[src/rtl/regfile_pkg.sv]
// Shared constants and types for the general-purpose register file.
//   DATA_WIDTH / ADDR_WIDTH : default register and address widths
//   NUM_REGS                : register count derived from ADDR_WIDTH
//   reg_addr_t / reg_data_t : address and data types at the default widths
package regfile_pkg;

  localparam int unsigned DATA_WIDTH = 8;
  localparam int unsigned ADDR_WIDTH = 3;
  localparam int unsigned NUM_REGS   = 2 ** ADDR_WIDTH;

  typedef logic [ADDR_WIDTH-1:0] reg_addr_t;
  typedef logic [DATA_WIDTH-1:0] reg_data_t;

endpackage

[src/rtl/regfile_read_mux.sv]
// Combinational NUM_REGS-to-1 read selector, one instance per read port.
// Ports:
//   regs : register contents (2**ADDR_WIDTH entries of DATA_WIDTH bits)
//   sel  : read address
//   data : contents of regs[sel], zero latency
module regfile_read_mux
  import regfile_pkg::*;
#(
  parameter int unsigned DATA_WIDTH = regfile_pkg::DATA_WIDTH,
  parameter int unsigned ADDR_WIDTH = regfile_pkg::ADDR_WIDTH
) (
  input  logic [DATA_WIDTH-1:0] regs [2**ADDR_WIDTH],
  input  logic [ADDR_WIDTH-1:0] sel,
  output logic [DATA_WIDTH-1:0] data
);

  // Full decode: every sel value maps to an existing entry.
  always_comb begin
    data = regs[sel];
  end

endmodule

[src/rtl/register_file.sv]
// General-purpose register file: two combinational read ports, one
// synchronous write port, synchronous active-low reset.
// Optional feature macro: ZERO_REG_EN (register 0 hardwired to zero).
// Ports:
//   clock         : system clock, rising-edge updates
//   resetN        : synchronous active-low reset, clears every register
//   regWrite      : write enable, sampled at the rising edge
//   writeRegister : write address
//   writeData     : write data
//   readRegister1 : read address, port 1
//   readRegister2 : read address, port 2
//   readData1     : contents of readRegister1 (combinational)
//   readData2     : contents of readRegister2 (combinational)
module register_file
  import regfile_pkg::*;
#(
  parameter int unsigned DATA_WIDTH = regfile_pkg::DATA_WIDTH,
  parameter int unsigned ADDR_WIDTH = regfile_pkg::ADDR_WIDTH
) (
  input  logic                  clock,
  input  logic                  resetN,
  input  logic                  regWrite,
  input  logic [ADDR_WIDTH-1:0] writeRegister,
  input  logic [DATA_WIDTH-1:0] writeData,
  input  logic [ADDR_WIDTH-1:0] readRegister1,
  input  logic [ADDR_WIDTH-1:0] readRegister2,
  output logic [DATA_WIDTH-1:0] readData1,
  output logic [DATA_WIDTH-1:0] readData2
);

  localparam int unsigned REG_COUNT = 2 ** ADDR_WIDTH;

  logic [DATA_WIDTH-1:0] regStore [REG_COUNT];
  logic [DATA_WIDTH-1:0] regView  [REG_COUNT];
  logic                  writeEnable;

  // Write qualification; address 0 is read-only when hardwired.
  always_comb begin
`ifdef ZERO_REG_EN
    writeEnable = regWrite && (writeRegister != '0);
`else
    writeEnable = regWrite;
`endif
  end

  // Storage: reset has priority over a same-cycle write.
  always_ff @(posedge clock) begin
    if (!resetN) begin
      for (int unsigned i = 0; i < REG_COUNT; i++) begin
        regStore[i] <= '0;
      end
    end else if (writeEnable) begin
      regStore[writeRegister] <= writeData;
    end
  end

  // Read-side view; forcing entry 0 keeps it zero even before the first reset.
  always_comb begin
    regView = regStore;
`ifdef ZERO_REG_EN
    regView[0] = '0;
`endif
  end

  regfile_read_mux #(
    .DATA_WIDTH(DATA_WIDTH),
    .ADDR_WIDTH(ADDR_WIDTH)
  ) readMux1 (
    .regs(regView),
    .sel (readRegister1),
    .data(readData1)
  );

  regfile_read_mux #(
    .DATA_WIDTH(DATA_WIDTH),
    .ADDR_WIDTH(ADDR_WIDTH)
  ) readMux2 (
    .regs(regView),
    .sel (readRegister2),
    .data(readData2)
  );

endmodule

[config.mk]
export PLATFORM = sky130hd
export DESIGN_NAME = register_file
export DESIGN_NICKNAME = d
export VERILOG_FILES = /design/src/rtl/regfile_pkg.sv /design/src/rtl/regfile_read_mux.sv /design/src/rtl/register_file.sv
export SDC_FILE = /design/constraint.sdc
export NUM_CORES = 1
export LEC_CHECK = 0
export BUFFER_PORTS_ARGS = -buffer_cell sky130_fd_sc_hd__clkbuf_2
export CAP_MARGIN = 20
export CELL_PAD_IN_SITES_DETAIL_PLACEMENT = 1
export CELL_PAD_IN_SITES_GLOBAL_PLACEMENT = 1
export CORE_ASPECT_RATIO = 1.1
export CORE_MARGIN = 2
export CORE_UTILIZATION = 30
export DETAILED_ROUTE_END_ITERATION = 7
export GPL_ROUTABILITY_DRIVEN = 0
export PLACE_DENSITY_LB_ADDON = 0.1
export SLEW_MARGIN = 20
export SYNTH_ARGS = -nofsm -noshare
export SYNTH_HDL_FRONTEND = slang
export SYNTH_SLANG_ARGS = --single-unit
[constraint.sdc]
create_clock -name clock -period 3.2 [get_ports clock]
set_input_delay 0.64 -clock clock [delete_from_list [all_inputs] [get_ports clock]]
set_output_delay 0.64 -clock clock [all_outputs]
set_load 0.01 [all_outputs]
==> Word-level counts from Yosys, hierarchy flattened <==
Cells that the tools add are included.
{ "op_classes": {"mux": 9, "reduce_logical": 1, "n_bitwise": 3, "magnitude_cmp": 4} }
{ "ops": {"columns": ["cell", "count"], "rows": [
  ["bitwise mux 64 bit", 1],
  ["binary-select mux 8 bit (select 3 bit)", 2],
  ["two-way mux 8 bit", 5],
  ["demux 8 bit (select 3 bit)", 1],
  ["greater-or-equal comparator 4 bit (second input constant)", 3],
  ["NOT 3 -> 4 bit", 3],
  ["less-than comparator 4 x 1 -> 1 bit (second input constant)", 1],
  ["logical AND 1 bit", 1]
]} }
{ "totals": {"out_inout_bits": 16, "regBits": 64, "word_cells": 25} }

==> Depth between registers and ports, before layout <==
{ "depth": {"ltp_word": 6, "ltp_mapped": 5, "mapped_depth_nobuf": 3} }

==> Cells and area by module <==
From an unflattened synthesis, not the netlist that was laid out.
{ "hier_totals": {"hier_cells": 281, "hier_area_um2": 3458.3} }
{ "by_module_without_submodules": {"columns": ["module", "cells_per_inst", "instances", "area_each_um2", "seq_area_each_um2"], "rows": [
  ["register_file", 223, 1, 2357.3, 1281.2],
  ["regfile_read_mux", 29, 2, 550.5, 0.0]
]} }

==> Worst setup path before layout <==
Ideal clock, no wire load.
{ "synth_path": {"path_type": "input to output", "startpoint": "input readRegister1[0]", "endpoint": "output readData1[5]", "required_ns": 2.560, "arrival_time_ns": 1.692, "slack_ns": 0.868, "path_stages": 4, "cell_sequence": "buf_6 > buf_8 > mux4_1 > mux2_2"} }
{ "synth_between": {"elab_chain_len": 4} }
{ "synth_rtl": {"columns": ["element", "line_no", "rtl"], "rows": [
  ["start, declared", "register_file.sv:25", "input logic [ADDR_WIDTH-1:0] readRegister1,"],
  ["NOT 3 -> 4 bit (implied by the code)", "regfile_read_mux.sv:19", "data = regs[sel];"],
  ["binary-select mux 8 bit (select 3 bit)", "regfile_read_mux.sv:19", null],
  ["two-way mux 8 bit (implied by the code) (2 in series)", "regfile_read_mux.sv:19", null],
  ["end, declared", "register_file.sv:27", "output logic [DATA_WIDTH-1:0] readData1,"]
]} }
No other way between the ends. The select of a mux whose other input is x is not followed.

==> Worst setup path in the final report <==
{ "layout_path": {"startpoint": "input readRegister1[2]", "endpoint": "output readData1[7]"} }
The elaborated chain is that of the path after synthesis.

==> results.tsv <==
stage	metric	value	unit
finish	share of cells above drive strength 1	0.221	
timing	post-layout min period	2.74	ns
cts	CTS clk-pin slew, worst paths	0.06	ns
detailed_routing	antenna-violating nets left	0	
synthesis	distinct cell type count after synthesis	22	
detailed_routing	drt drc	0	
detailed_routing	vias after detailed routing	2636	
timing	Slew headroom	0.575	
timing	setup TNS	0	ns
worst_setup_path	slowest CP cell	mux4_1	
finish	Non-Filler Instances	507	
floorplanning	core area	11900	µm²
global_routing	vias in the first global route	2738	
worst_setup_path	Arr. time, crit path	2.10	ns
global_routing	largest net degree at the start of global routing	65	
worst_setup_path	CP top delay family	multiplexers	
min_path	Worst Hold Endpoint	regStore[35]$_SDFFE_PN0P_	
worst_setup_path	most frequent CP cell	clkbuf_2	
finish	max reg flops	64	
global_routing	total gr overflow	0	
worst_setup_path	Worst Reg-to-Reg Cells	2	
global_routing	first-pass GRT wire length	17.0	mm
finish	footprint of the multi-input gates	2150	µm²
finish	register area	1280	µm²
cts	postcts setup bufs	0	
synthesis	syn avg cell area	11.1	µm²
synthesis	Yosys reg bits	64	
finish	# fillers	1339	
global_routing	initial antenna violation count	0	
cts	Resized cells post-CTS	0	
outcome	status	finished clean	
cts	clk sinks	64	
finish	most frequent cells in the layout	nand2_1 (80), dfxtp_1 (64), a21boi_0 (38), clkbuf_2 (35), mux4_1 (32)	
placement	DP Wirelength	7.47	mm
min_path	Min-Delay Path Class	reg2reg	
worst_setup_path	RR Startpoint	regStore[12]$_SDFFE_PN0P_	
timing	Setup-failing EPs final	0	
finish	Final nets	368	
finish	Layout area overhead	14.2	%
cts	clk_lat worst skew	0.33	ns
timing	RSZ-0062 raised after global routing	no	
detailed_routing	Vias/cell	5.20	
finish	largest register by flop count	regStore	
cts	CTS H-tree depth	3	
global_routing	All-Layer GR Usage	0.183	
floorplanning	Ports	36	
worst_setup_path	critical path's largest stage delay	0.62	ns
cts	Hold-fix buffers, CTS	0	
synthesis	Mapped Cells	330	
power_and_ir_drop	pwr dens	484	nW/µm²
timing	f_max	366	MHz
worst_setup_path	Setup CP Type	in2out	
worst_setup_path	Reg-to-Reg End	regStore[12]$_SDFFE_PN0P_	
placement	PortBufs	35	
floorplanning	Die Wd	109	µm
worst_setup_path	Worst EP required	2.56	ns
cts	TritonCTS Buffers	9	
timing	final hold violation count	0	
cts	CTS tree	built	
detailed_routing	Routed Wire Length	11.2	mm
timing	Layout Skew	0	ns
finish	commonest non-fill, non-tap cell in the layout	nand2_1	
floorplanning	Die Ht	120	µm
worst_setup_path	crit-path cells	clkbuf_2, mux4_1, mux2_2, clkbuf_2	
cts	clk buf depth	2	
finish	Largest regs	regStore x64	
timing	Max Slew Vio Count	0	
cts	root buf cell	clkbuf_16	
detailed_routing	DR pass1 iterations	5	
worst_setup_path	R2R setup slack	2.51	ns
placement	placed instance count	491	
min_path	Hold Path Depth	2	
detailed_routing	first-iteration detailed-routing DRC count	81	
synthesis	Synth Warn #	0	
flow_run	Max-cap violations	0	
worst_setup_path	crit start category	input port	
timing	Tightest Pin Transition	0.637	ns
synthesis	post-synthesis sequential area ratio	0.351	
worst_setup_path	crit path capture type	primary output	
floorplanning	Initial Utilization	0.306	
floorplanning	Die Footprint	13100	µm²
detailed_routing	post-DR wirelength/cell	22.1	µm
power_and_ir_drop	cell leakage power	1.63	nW
synthesis	synthesized area	3650	µm²
worst_setup_path	top fanout value on the critical path	14	
synthesis	Synth Net Count	350	
min_path	hold wc startpoint	regStore[35]$_SDFFE_PN0P_	
floorplanning	Core Rows	42	
finish	Diodes inserted	0	
worst_setup_path	Buf/Inv on CP	2	
power_and_ir_drop	VDD IR max	0.000192	V
timing	fin crit share	0.855	
[worst reg2reg max path, delay by kind of cell, from the launching register on]
kind             cells  cell delay, ns
AND/OR/NAND/NOR      1            0.07
flip-flops           1            0.36
AO/OA/AOI/OAI        1            0.18
[metal layers]
layer	GRT usage	share of wire	vias up
li1	-	-	1242
met1	0.250	0.48	1332
met3	0.0364	0.033	13
met4	0.0625	0.015	0
met2	0.289	0.48	49
met5	0	0	-
[cell type report]
type,count,share of cell area
repair buffers,44,0.0583
flip-flops and latches,64,0.308
clock inverters,3,0.00961
clock buffers,13,0.0625
well taps,154,0.0462
multi-input cells,229,0.516
[worst max path at each step]
stage                startpoint           end  cells past startpoint
2_1_floorplan  readRegister1[0]  readData1[5]                      4
3_3_place_gp   readRegister1[0]  readData1[1]                      4
3_5_place_dp   readRegister2[0]  readData2[4]                      4
4_1_cts        readRegister2[0]  readData2[4]                      4
5_1_grt        readRegister2[0]  readData2[4]                      4
6_report       readRegister1[2]  readData1[7]                      4
[cells by family after synthesis]
logic type             after synthesis  share of synthesized area
muxes                               72                      0.346
and+or+nand+nor                    117                      0.159
DFF                                 64                      0.351
buffers and inverters               37                     0.0617
AOI/OAI and AO/OA                   40                     0.0823
[metrics by stage]
step           worst slack, ns  power (mW)  hold slack (ns)   util  cell area (µm²)
3_5_place_dp             0.436        1.03            0.466  0.324             3870
3_3_place_gp             0.444        1.03            0.457  0.324             3870
6_report                 0.464        2.02            0.471  0.349             4170
4_1_cts                  0.434        2.04            0.474  0.349             4170
5_1_grt                  0.404        2.10            0.502  0.349             4170
2_1_floorplan            0.868       0.974            0.439      -             3650
[power breakdown]
part / switching [mW] / internal [mW]
logic: 0.100 / 0.0808
registers: 0.0130 / 0.814
clock network: 0.366 / 0.644
[cells in the mapped netlist]
cell,n,share of area
or4b_1,1,0.0027
clkbuf_1,19,0.020
nand4b_1,3,0.0072
dfxtp_1,64,0.35
buf_6,4,0.012
and4_1,1,0.0024
a21boi_1,2,0.0041
a21boi_0,38,0.078
nor4bb_1,1,0.0027
and4bb_2,2,0.0069
and4b_1,3,0.0082
buf_2,6,0.0082
buf_4,1,0.0021
mux4_1,32,0.23
nand4_1,1,0.0017
nor2b_1,24,0.041
mux2i_1,24,0.066
buf_8,4,0.016
buf_1,3,0.0031
mux2_2,16,0.049
nor4b_2,1,0.0041
nand2_1,80,0.082
Note: power is estimated with default switching activity, not from simulation.
